### config.mk
export PLATFORM = sky130hd
export DESIGN_NAME = mul8_dot_acc
export DESIGN_NICKNAME = d
export VERILOG_FILES = /design/src/rtl/mul8_dot_acc_pkg.sv /design/src/rtl/mul8_v4.sv /design/src/rtl/mul8_dot_acc.sv
export SDC_FILE = /design/constraint.sdc
export NUM_CORES = 1
export LEC_CHECK = 0
export ABC_AREA = 1
export BUFFER_PORTS_ARGS = -buffer_cell sky130_fd_sc_hd__buf_2
export CAP_MARGIN = 20
export CORE_AREA = 10 10 130 132
export DETAILED_ROUTE_END_ITERATION = 7
export DIE_AREA = 0 0 140 142
export PLACE_DENSITY = 0.75
export SYNTH_ARGS = -nofsm -noshare
export SYNTH_HDL_FRONTEND = slang
export SYNTH_HIERARCHICAL = 1
export SYNTH_SLANG_ARGS = --single-unit
export TNS_END_PERCENT = 20
### constraint.sdc
create_clock -name clk -period 6.7 [get_ports clk]
set_input_delay 1.34 -clock clk [delete_from_list [all_inputs] [get_ports clk]]
set_output_delay 1.34 -clock clk [all_outputs]
set_load 0.01 [all_outputs]
### src/rtl/mul8_dot_acc_pkg.sv
// Shared definitions for the mul8_dot_acc dot-product stage: state encoding
// and default datapath widths.
package mul8_dot_acc_pkg;

   typedef enum logic {
      ST_ACC  = 1'b0,
      ST_HOLD = 1'b1
   } state_t;

   localparam int ACC_W_DEF  = 24;
   localparam int CNT_W_DEF  = 8;
   localparam int PROD_W     = 16;
   localparam int OPND_W     = 8;

endpackage

### src/rtl/mul8_v4.sv
// Combinational 8x8 unsigned multiplier built as a shift-and-add array of
// partial products; 16-bit result.
module mul8_v4 (
   input  logic [7:0]  a,
   input  logic [7:0]  b,
   output logic [15:0] p
);

   logic [15:0] pp [8];
   logic [15:0] sum;

   always_comb begin
      for (int i = 0; i < 8; i++) begin
         pp[i] = b[i] ? (16'(a) << i) : 16'd0;
      end
   end

   always_comb begin
      sum = 16'd0;
      for (int i = 0; i < 8; i++) begin
         sum = sum + pp[i];
      end
   end

   assign p = sum;

endmodule

### src/rtl/mul8_dot_acc.sv
// Streaming dot-product stage: registers each 8x8 product, accumulates it and
// presents sum/count/overflow once the term flagged last has been added.
//
//   state | meaning
//   ------+---------------------------------------------------------------
//   ACC   | accepting operand pairs and accumulating registered products
//   HOLD  | result presented on out_*; waiting for out_ready
module mul8_dot_acc
   import mul8_dot_acc_pkg::*;
#(
   parameter int ACC_W = ACC_W_DEF,
   parameter int CNT_W = CNT_W_DEF
) (
   input  logic             clk,
   input  logic             rst,
   input  logic             clr,
   input  logic [7:0]       a,
   input  logic [7:0]       b,
   input  logic             in_last,
   input  logic             in_valid,
   output logic             in_ready,
   output logic [ACC_W-1:0] out_sum,
   output logic [CNT_W-1:0] out_count,
   output logic             out_ovf,
   output logic             out_valid,
   input  logic             out_ready
);

   state_t state, state_nxt;

   logic              run;
   logic [PROD_W-1:0] prod;
   logic [PROD_W-1:0] p_reg;
   logic              p_vld;
   logic              p_last;
   logic              last_pend;
   logic [ACC_W-1:0]  acc;
   logic [CNT_W-1:0]  cnt;
   logic              ovf;

   logic              accept;
   logic              res_load;
   logic              res_take;
   logic [ACC_W:0]    sum_ext;
   logic [ACC_W-1:0]  acc_nxt;
   logic [CNT_W-1:0]  cnt_nxt;
   logic              ovf_nxt;

   mul8_v4 u_mul (
      .a (a),
      .b (b),
      .p (prod)
   );

   // sum_ext carries one extra bit so the wrap out of ACC_W is visible.
   assign sum_ext = {1'b0, acc} + {{(ACC_W - PROD_W + 1){1'b0}}, p_reg};
   assign acc_nxt = sum_ext[ACC_W-1:0];
   assign ovf_nxt = ovf | sum_ext[ACC_W];
   assign cnt_nxt = cnt + CNT_W'(1);

   always_ff @(posedge clk or posedge rst) begin
      if (rst) begin
         state <= ST_ACC;
      end else begin
         state <= state_nxt;
      end
   end

   // run holds in_ready low while rst is asserted and until the first edge after.
   always_comb begin
      state_nxt = state;
      in_ready  = 1'b0;
      accept    = 1'b0;
      res_load  = 1'b0;
      res_take  = 1'b0;
      case (state)
         ST_ACC: begin
            in_ready = run && !last_pend;
            accept   = in_valid && in_ready && !clr;
            res_load = p_vld && p_last && !clr;
            if (res_load) begin
               state_nxt = ST_HOLD;
            end
         end
         ST_HOLD: begin
            res_take = out_valid && out_ready && !clr;
            if (res_take) begin
               state_nxt = ST_ACC;
            end
         end
         default: state_nxt = ST_ACC;
      endcase
      if (clr) begin
         state_nxt = ST_ACC;
      end
   end

   always_ff @(posedge clk or posedge rst) begin
      if (rst) begin
         run       <= 1'b0;
         p_reg     <= '0;
         p_vld     <= 1'b0;
         p_last    <= 1'b0;
         last_pend <= 1'b0;
         acc       <= '0;
         cnt       <= '0;
         ovf       <= 1'b0;
         out_sum   <= '0;
         out_count <= '0;
         out_ovf   <= 1'b0;
         out_valid <= 1'b0;
      end else begin
         run <= 1'b1;
         if (clr) begin
            p_vld     <= 1'b0;
            p_last    <= 1'b0;
            last_pend <= 1'b0;
            acc       <= '0;
            cnt       <= '0;
            ovf       <= 1'b0;
            out_valid <= 1'b0;
         end else begin
            p_vld  <= accept;
            p_last <= accept && in_last;
            if (accept) begin
               p_reg     <= prod;
               last_pend <= in_last;
            end else if (res_load) begin
               last_pend <= 1'b0;
            end

            if (p_vld) begin
               acc <= acc_nxt;
               cnt <= cnt_nxt;
               ovf <= ovf_nxt;
            end else if (res_take) begin
               acc <= '0;
               cnt <= '0;
               ovf <= 1'b0;
            end

            if (res_load) begin
               out_sum   <= acc_nxt;
               out_count <= cnt_nxt;
               out_ovf   <= ovf_nxt;
               out_valid <= 1'b1;
            end else if (res_take) begin
               out_valid <= 1'b0;
            end
         end
      end
   end

endmodule

==> results of run 1 <==
## power by group through the flow
stage,sequential (mW),clock [mW],combinational [mW]
finish,0.635,0.490,0.736
global route,0.643,0.526,0.871
CTS,0.635,0.501,0.741
detailed placement,0.643,0,0.734
global placement,0.643,0,0.721
floorplan,0.639,0,0.577
## synthesized netlist by cell type (all sizes together)
library cell and number:
nand2 396, inv 165, dfrtp 88, nand3 70
ha 51, nor2 48, fa 35, o21ai 28
clkbuf 17, a21oi 16, buf 13, nand4 11
xor2 11, nand3b 9, xnor2 7, o22ai 5
or2 4, nor3 3, a22o 2, a21boi 1
a21o 1, a31o 1, a31oi 1, conb 1
o21a 1, o221ai 1
## kinds of logic after synthesis
family	synth area share (%)
other	0.0536
AND/OR/NAND/NOR	31.8
XOR/XNOR	2.25
AO/OA/AOI/OAI	4.56
adder cells (fa/ha/maj)	19.1
flip-flops	31.5
buffers and inverters	10.7
## cell usage in the layout (no fill, tap or decap), types with 10 or more instances in the layout
| master | instances |
|---|---|
| fa_1 | 35 |
| nand3_1 | 68 |
| xor2_1 | 11 |
| nor2_1 | 46 |
| ha_1 | 51 |
| o21ai_0 | 18 |
| o21ai_1 | 10 |
| dfrtp_1 | 88 |
| inv_1 | 159 |
| nand4_1 | 11 |
| buf_2 | 56 |
| nand2_1 | 395 |
| a21oi_1 | 15 |
## worst max path at each step
stage	depth (start not counted)	startpoint	end	slack, ns
floorplan	24	a[3]	p_reg[12]	1.25
global placement	24	a[3]	p_reg[12]	1.11
detailed placement	24	a[3]	p_reg[12]	1.03
CTS	26	a[3]	p_reg[12]	1.38
global route	26	a[3]	p_reg[12]	1.09
finish	26	a[3]	p_reg[12]	1.37
## through the flow
stage	hold WS, ns	utilization, %	setup WS [ns]
after floorplan	0.453	-	1.25
after global placement	0.450	51.7	1.11
after detailed placement	0.455	51.7	1.03
after CTS	0.473	53.7	1.38
after global routing	0.502	53.9	1.09
final	0.466	53.9	1.37
## worst reg2reg max path, delay by kind of cell, from the launching register on
family | cells | cell delay, ns
AND/OR/NAND/NOR | 2 | 1.02
buffers and inverters | 3 | 0.71
flip-flops | 1 | 0.37
AO/OA/AOI/OAI | 1 | 0.32
## per-layer routing
metal  global-route usage (%)  vias to the layer above
li1                         -                     3118
met4                     5.16                        0
met2                     27.6                      143
met5                        0                        -
met3                     3.70                       25
met1                     20.7                     2848
## final cells by class
class / instances / share of cell area [%]
repair buffers: 60 / 4.28
clock inverters: 7 / 0.811
flip-flops and latches: 88 / 28.6
inverters: 165 / 8.05
multi-input cells: 703 / 52.4
clock buffers: 9 / 2.92
well taps: 184 / 2.99
==> qor.yml, run 1 <==
outcome:
  status: "complete, no violations"
synth:
  yosysWarnings: 6
  seq_area_frac_synth_pct: 31.5
  synth_top_area_cell: "dfrtp_1"
  yosys.area.top_type_share_pct: 31.5
  yosys.cell_types.count: 36
  ys_top_cells_by_area: "dfrtp_1, nand2_1, fa_1"
  avgSynthCellArea_um2: 7.09
  syn_inst: 986
  ys_ff_latch: 88
  synth_nets: 1094
  netlist_area_um2: 7000
finish:
  final-instance-count-excl-fill: 1216
  stdcell_area_um2: 7710
  drive_gt1_share_pct: 9.01
  area_growth_pct: 10.2
  num_antenna_cells: 0
  fillers: 1397
  final_nets: 1135
  multiInputGateArea_um2: 4040
  seq_area_um2: 2200
floorplanning:
  initial_core_util_pct: 48.9
  die_w_um: 140
  core_um2: 14300
  pin_count: 57
  die_area_um2: 19900
  rows: 44
  die_y_um: 142
critical_path:
  critPathSlowestCell: "fa_1"
  cp_max_fo: 8
  rrSetupSlack_ns: 4.17
  cp_top_family: "adder cells"
  arrival_ns: 5.63
  critPathLaunchType: "primary input"
  cp_common_cell: "nand2_1"
  cp_num_buf_inv: 4
  endpoint_kind: "flop"
  reg2reg_to: "last_pend"
  critical_path_required_ns: 6.99
  crit_type: "in -> reg"
  max_stage_delay_ns: 0.49
  rr_worst_depth: 6
  r2r-start: "p_vld"
cts:
  cts-buffers-inserted: 9
  post_cts_buffers: 0
  cts_root_buffer: "clkbuf_16"
  clockBufferDepth: 2
  clock-sinks: 88
  cts_hold_buffers: 0
  h-tree-depth: 3
  worstSkewPairLatency_ns: 0.35
  cts_tree: "yes"
  clk_pin_slew_ns: 0.07
  cts_resized: 0
power:
  pwr-share-clk_pct: 26.3
  pwr-share-comb_pct: 39.6
  pwr-share-seq_pct: 34.1
  p_sw_share_pct: 38.8
  power_mw: 1.86
  p_per_area_nw_per_um2: 241
  p_switching_mw: 0.723
  p_leak_nw: 4.62
  intPower_mw: 1.14
  ir_worst_vdd_mv: 0.118
timing:
  tns_ns: 0
  setup_viol: 0
  rsz0062_at_grt: "false"
  tightest_slew_ns: 1.06
  finalHoldViolations: 0
  period_share_pct: 79.6
  clock_skew_ns: 0.00766
  fmax_mhz: 188
  finalMaxSlewViolations: 0
  slew_headroom_pct: 29.3
  period_needed_ns: 5.33
route:
  first_pass_iters: 5
  first_iter_violations: 316
  routed-wl-met3_um: 845
  via_per_inst: 5.04
  routed_wl_mm: 15.7
  vias: 6134
  wl_per_cell_um: 12.9
  met2_length_mm: 7.31
  maxUsedRoutingLayer: "met4"
  drc: 0
  drtAntennaViolNets: 0
  met1_length_mm: 7.25
hold_path:
  min_path_type: "reg -> reg"
  holdPathEnd: "out_count[2]"
  min-delay-start: "out_count[2]"
  hold-path-cell-count: 2
global_routing:
  antenna_found_initial: 0
  grt_pass1_wl_mm: 27.8
  grt_usage_pct: 16.5
  grt-ovfl-total: 0
  grt_pass1_vias: 6066
  grt_max_degree: 89
placed_design:
  place.gp.congestion: 0.914
  placed_area_um2: 7400
  place_hpwl_mm: 12.3
  numPortBuffers: 56
  dp_cells: 1199
job:
  drv_cap: 0
Power figures use the tool's default switching activity.
==> run 2, diff against run 1 <==
- ABC_AREA: 1 -> 0
- CORE_AREA: 10 10 130 132 -> 10 10 124 126
- DIE_AREA: 0 0 140 142 -> 0 0 134 136
- PLACE_DENSITY: 0.75 -> 0.78
- clock period: 6.7 -> 4.7 ns (I/O delays scaled with it)
==> run 2 against run 1 <==
  * The run now ends with setup timing left
  * Synthesized cell count down 30%
  * Worst setup slack lost 1.9 ns
  * Clock power grew 49%
  * Global-route usage fell by 0.68 points
  * First-iteration DRC count is 2.8% higher
  * Count of clock-buffer cells in the layout is 1 higher
  * Clock skew down 0.0014 ns
  * Sequential power is 40% higher
  * Total power up 50%
  * Utilization grew 4.0 points
  * Register-to-register slack got worse by 2.3 ns
  * Largest cell class unchanged
==> qor.yml, run 2 <==
outcome:
  status: "complete, but fails checks"
  violations: "setup timing"
timing:
  tns_ns: -2.53  # -2.53 ns
  period_needed_ns: 5.25
  fmax_mhz: 191
  finalMaxSlewViolations: 0  # unchanged
  post-route-worst-setup-slack_ns: -0.546  # -1.91 ns
  whs_ns: 0.471  # +0.00469 ns
  finalHoldViolations: 0  # unchanged
  rsz0062_at_grt: "true"
  setup_viol: 8  # +8
  clock_skew_ns: 0.00622  # -0.00145 ns
  tightest_slew_ns: 0.869  # -0.190 ns
  slew_headroom_pct: 42.0  # +13 points
  period_share_pct: 112
synth:
  netlist_area_um2: 6270  # -10%
  syn_inst: 693  # -30%
  ys_top_cells_by_area: "dfrtp_1, fa_1, ha_1"
  avgSynthCellArea_um2: 9.05  # +28%
  synthTopCellsByCount: "nand2_1, dfrtp_1, o21ai_0, ha_1, inv_1"
  yosysWarnings: 6  # unchanged
  seq_area_frac_synth_pct: 35.1  # +3.6 points
  synth_flop_cell: "dfrtp_1"
  async_flop_share_pct: 100  # unchanged
  ys_ff_latch: 88  # unchanged
  synth_top_area_cell: "dfrtp_1"
  synth.most_common_cell: "nand2_1"
  synth_nets: 801  # -27%
  yosys.area.top_type_share_pct: 35.1  # +3.6 points
  synth_edf_count: 0  # unchanged
  yosys.cell_types.count: 53  # +47%
route:
  wl_per_cell_um: 14.3  # +11%
  drc: 0  # unchanged
  vias: 5099  # -17%
  via_per_inst: 5.26  # +4.3%
  first_iter_violations: 325  # +2.8%
  routed_wl_mm: 13.9  # -12%
  first_pass_iters: 5  # unchanged
  drtAntennaViolNets: 0  # unchanged
cts:
  h-tree-depth: 3  # unchanged
  cts_hold_buffers: 0  # unchanged
  clockBufferDepth: 2  # unchanged
  cts_tree: "yes"
  clock-sinks: 88  # unchanged
  cts-buffers-inserted: 9  # unchanged
  cts_root_buffer: "clkbuf_16"
  post_cts_buffers: 0  # unchanged
  worstSkewPairLatency_ns: 0.35  # about the same
  clk_pin_slew_ns: 0.06  # about the same
placed_design:
  place.gp.congestion: 0.839  # -8.2%
  dp_cells: 952  # -21%
  place_hpwl_mm: 10.8  # -12%
  numPortBuffers: 56  # unchanged
  place_ws_ns: -1.03  # -2.06 ns
critical_path:
  path_cells: "buf_8 -> and2_4 -> ha_4 -> a211oi_2 -> nor2_2 -> o21ai_2 -> nor2b_4 -> xor2_1 -> fa_1 -> fa_2 -> inv_2 -> fa_2 -> inv_2 -> fa_1 -> inv_1 -> ha_1 -> a21o_1 -> a2111oi_4 -> o21bai_1 -> a21oi_1 -> xnor2_1 -> nand2_1 -> nand2_1"
  path_depth: 23  # -12%
  endpoint_kind: "flop"
  critPathLaunchType: "primary input"
  rr_worst_depth: 10  # +4
  cp_max_fo: 6  # -2
  reg2reg_to: "acc[22]"
  cp_num_buf_inv: 4  # unchanged
  critPathLaunch: "b[0]"
  crit_type: "in -> reg"
  cp_top_family: "adder cells"
  endpoint: "p_reg[13]"
  r2r-start: "p_reg[0]"
  critPathSlowestCell: "fa_2"
  rrSetupSlack_ns: 1.92  # -2.25 ns
  arrival_ns: 5.48  # -0.15 ns
  max_stage_delay_ns: 0.55  # +0.06 ns
  critical_path_required_ns: 4.94  # -2.05 ns
global_routing:
  grt_use_met2_pct: 27.2  # -0.44 points
  grt_busiest_layer: "met2"
  met1_usage_pct: 19.0  # -1.7 points
  antenna_found_initial: 0  # unchanged
  grt_max_degree: 54  # -39%
  grt_pass1_wl_mm: 24.1  # -13%
  grt_use_met3_pct: 3.39  # -0.31 points
  grt_usage_pct: 15.8  # -0.68 points
  grt-ovfl-total: 0  # unchanged
  grt_pass1_vias: 5349  # -12%
finish:
  layout_common_cells: "nand2_1, dfrtp_1, o21ai_0"
  fillers: 1166  # -17%
  final_nets: 896  # -21%
  seq_area_um2: 2200  # unchanged
  drive_gt1_share_pct: 19.7  # +11 points
  final-instance-count-excl-fill: 969  # -20%
  layout_commonest_cell: "nand2_1"
  area_growth_pct: 19.8
  num_antenna_cells: 0  # unchanged
  multiInputGateArea_um2: 3940  # -2.6%
  fin_util_pct: 57.9  # +4.0 points
power:
  ir_worst_vdd_mv: 0.193  # +63%
  p_leak_nw: 3.80  # -18%
  p_per_area_nw_per_um2: 372  # +54%
floorplanning:
  die_w_um: 134  # -4.3%
  die_area_um2: 18200  # -8.3%
  rows: 42  # -4.5%
  initial_core_util_pct: 48.3  # -0.53 points
  pin_count: 57  # unchanged
  die_y_um: 136  # -4.2%
  core_um2: 13000  # -9.3%
job:
  drv_cap: 0  # unchanged
hold_path:
  min-delay-start: "out_sum[19]"
  min_path_type: "reg -> reg"
==> run 2: cell families after synthesis <==
logic type	synth area share, %
and+or+nand+nor	18.9
AOI/OAI and AO/OA	14.8
DFF	35.1
adders and majority gates	21.3
buffers and inverters	4.31
xor gates and xnor gates	5.44
other	0.0598
==> run 2: per-stage QoR <==
step,power [mW],instance area [µm²]
6_report,2.80,7510
5_1_grt,3.01,7510
3_3_place_gp,1.97,7100
2_1_floorplan,1.69,6320
4_1_cts,2.78,7480
3_5_place_dp,2.01,7100
==> run 2: worst min path at each step <==
| stage | to | slack, ns | cells after the start |
|---|---|---|---|
| floorplan | p_reg[7] | 0.45 | 2 |
| global placement | out_sum[0] | 0.46 | 2 |
| detailed placement | out_sum[0] | 0.46 | 2 |
| CTS | out_sum[0] | 0.47 | 2 |
| global route | out_count[2] | 0.49 | 2 |
| finish | out_sum[19] | 0.47 | 2 |
==> run 2: timing repair <==
action / in CTS / in global routing
endpoints found under the setup margin: 9 / 9
hold endpoints to repair: 0 / 0
pin swaps: 19 / 2
gates resized for setup: 13 / 6
==> run 2: routing by layer <==
metal | wire, µm | vias to the layer above
met5 | 0 | -
met4 | 223 | 0
li1 | - | 2515
met1 | 6210 | 2442
met2 | 6740 | 123
met3 | 730 | 19
==> run 2: where the power goes <==
part	internal [mW]	total (mW)	switching, mW
sequential	0.839	0.889	0.0497
combinational	0.562	1.18	0.617
clock	0.428	0.728	0.300
==> run 2: worst register-to-register path, stage by stage, from the launching register on <==
cell and delay, ns:
dfrtp_1 0.37, ha_1 0.17, inv_1 0.06, fa_1 0.39, and2b_1 0.25, o2111ai_2 0.14
a21boi_2 0.24, a221oi_2 0.15, o31a_4 0.42, o311ai_0 0.34, o41ai_1 0.13
==> run 2: area by class of cell <==
cell class                      instances  area share, %
Clock inverter                          6          0.899
Clock buffer                           10           3.18
Multi-Input combinational cell        533           52.4
Inverter                               52           2.61
Tap cell                              176           2.93
Timing Repair Buffer                  104           8.71
Sequential cell                        88           29.3
==> run 3, diff against run 2 <==
- PLACE_DENSITY: 0.78 -> default
- PLACE_DENSITY_LB_ADDON: default -> 0.05
==> run 3 against run 2 <==
  * Count of clock-buffer cells in the layout is 1 higher
  * Sequential share of layout area shrank 0.43 points
  * Non-clock buffer count increased by 14
  * Hold slack lost 0.00066 ns
  * Final cell count up 1.3%
  * First-iteration DRC count shrank 29%
  * Largest power group unchanged
  * The flow still finishes with violations (setup timing)
  * Global-route usage up 0.45 points
==> qor.yml, run 3 (same netlist as run 2, synthesis figures left out) <==
floorplanning:
  die_y_um: 136  # unchanged
  rows: 42  # unchanged
  pin_count: 57  # unchanged
  initial_core_util_pct: 48.3  # unchanged
  die_area_um2: 18200  # unchanged
  die_w_um: 134  # unchanged
  core_um2: 13000  # unchanged
cts:
  cts_tree: "yes"
  cts_hold_buffers: 0  # unchanged
  clk_pin_slew_ns: 0.06  # about the same
  worstSkewPairLatency_ns: 0.33  # -0.02 ns
  clock-sinks: 88  # unchanged
  clockBufferDepth: 2  # unchanged
  h-tree-depth: 3  # unchanged
  cts_root_buffer: "clkbuf_16"
  cts-buffers-inserted: 9  # unchanged
route:
  drc: 0  # unchanged
  first_iter_violations: 230  # -29%
  routed_wl_mm: 14.2  # +2.3%
  via_per_inst: 5.13  # -2.5%
  first_pass_iters: 4  # -1
  drtAntennaViolNets: 0  # unchanged
  vias: 5038  # -1.2%
  wl_per_cell_um: 14.5  # +0.96%
finish:
  area_growth_pct: 21.5
  layout_common_cells: "nand2_1, dfrtp_1, o21ai_0"
  layout_commonest_cell: "nand2_1"
  num_antenna_cells: 0  # unchanged
  final_nets: 910  # +1.6%
  drive_gt1_share_pct: 20.5  # +0.80 points
  fillers: 1196  # +2.6%
power:
  power_mw: 2.87  # +2.6%
  p_per_area_nw_per_um2: 376  # +1.1%
  ir_worst_vdd_mv: 0.193  # +0.29%
  p_leak_nw: 3.86  # +1.7%
hold_path:
  hold-path-cell-count: 2  # unchanged
  holdPathEnd: "out_count[4]"
  min-delay-start: "out_count[4]"
  min_path_type: "reg -> reg"
placed_design:
  place_hpwl_mm: 11.2  # +4.3%
  place.gp.congestion: 0.834  # -0.56%
  place_ws_ns: -1.08  # -0.0474 ns
  numPortBuffers: 56  # unchanged
global_routing:
  grt-ovfl-total: 0  # unchanged
  antenna_found_initial: 0  # unchanged
  grt_pass1_vias: 5218  # -2.4%
  grt_max_degree: 42  # -22%
  grt_usage_pct: 16.2  # +0.45 points
  grt_pass1_wl_mm: 24.7  # +2.4%
timing:
  period_share_pct: 113  # +1.4 points
  rsz0062_at_grt: "true"
  period_needed_ns: 5.31  # +0.0651 ns
  clock_skew_ns: 0.00830  # +0.00208 ns
  finalMaxSlewViolations: 0  # unchanged
  slew_headroom_pct: 36.9  # -5.1 points
  setup_viol: 9  # +1
  finalHoldViolations: 0  # unchanged
  post-route-worst-setup-slack_ns: -0.611  # -0.0651 ns
  tightest_slew_ns: 0.944  # +0.0751 ns
  fmax_mhz: 188  # -1.2%
critical_path:
  reg2reg_to: "out_sum[22]"
  critPathLaunchType: "primary input"
  arrival_ns: 5.53  # +0.05 ns
  r2r-start: "p_reg[0]"
  rr_worst_depth: 10  # unchanged
  cp_max_fo: 3  # -3
  endpoint_kind: "flop"
  rrSetupSlack_ns: 1.90  # -0.02 ns
  crit_type: "in -> reg"
  cp_common_cell: "buf_4"
  critPathSlowestCell: "fa_1"
  critPathLaunch: "a[4]"
  critical_path_required_ns: 4.91  # -0.03 ns
  max_stage_delay_ns: 0.50  # -0.05 ns
outcome:
  status: "complete, but fails checks"
  violations: "setup timing"
job:
  drv_cap: 0  # unchanged
## run 3: layout make-up
class / instances / area, µm² / area share, %
Clock inverter: 4 / 77.6 / 1.02
Inverter: 52 / 196 / 2.58
Clock buffer: 11 / 253 / 3.31
Timing Repair Buffer: 118 / 767 / 10.1
Sequential cell: 88 / 2200 / 28.9
Multi-Input combinational cell: 533 / 3910 / 51.3
Tap cell: 176 / 220 / 2.89
## run 3: per-stage QoR
step | instances | instance area (µm²) | util (%) | TNS (ns) | hold WS [ns]
6_report | 982 | 7630 | 58.8 | -3.28 | 0.470
5_1_grt | 982 | 7630 | 58.8 | -5.08 | 0.498
4_1_cts | 982 | 7570 | 58.3 | -3.05 | 0.480
3_5_place_dp | 954 | 7120 | 54.8 | -7.29 | 0.466
3_3_place_gp | 954 | 7120 | 54.8 | -6.46 | 0.458
2_1_floorplan | 693 | 6320 | - | -3.20 | 0.452
## run 3: worst max-delay path by stage
stage,end,slack [ns],depth (start not counted)
after floorplan,p_reg[13],-0.67,20
after global placement,p_reg[13],-0.97,21
after detailed placement,p_reg[13],-1.08,21
after CTS,p_reg[13],-0.58,21
after global routing,p_reg[14],-0.83,23
final,p_reg[13],-0.61,29
## run 3: critical path: cells and delay by family
family / cells / cell delay [ns]
fa+ha+maj: 3 / 1.07
buf+inv: 13 / 1.60
simple gates: 5 / 0.62
xor+xnor: 2 / 0.26
compound gates: 6 / 1.05
## run 3: per-layer routing
metal | global-route usage (%) | wire (µm)
met5 | 0 | 0
met2 | 28.6 | 7180
met3 | 2.80 | 503
met4 | 6.29 | 272
met1 | 19.4 | 6260
## run 3: power breakdown
group          internal (mW)  switching [mW]  total, mW
Clock                  0.493           0.281      0.775
Sequential             0.839          0.0510      0.890
Combinational          0.578           0.625       1.20
Total                   1.91           0.958       2.87
## run 3: what timing repair did
action | CTS | global route
endpoints found under the hold margin | 0 | 0
pin swaps | 7 | 1
resized for setup | 6 | 8
setup endpoints to repair | 9 | 9
setup buffers | 13 | 0
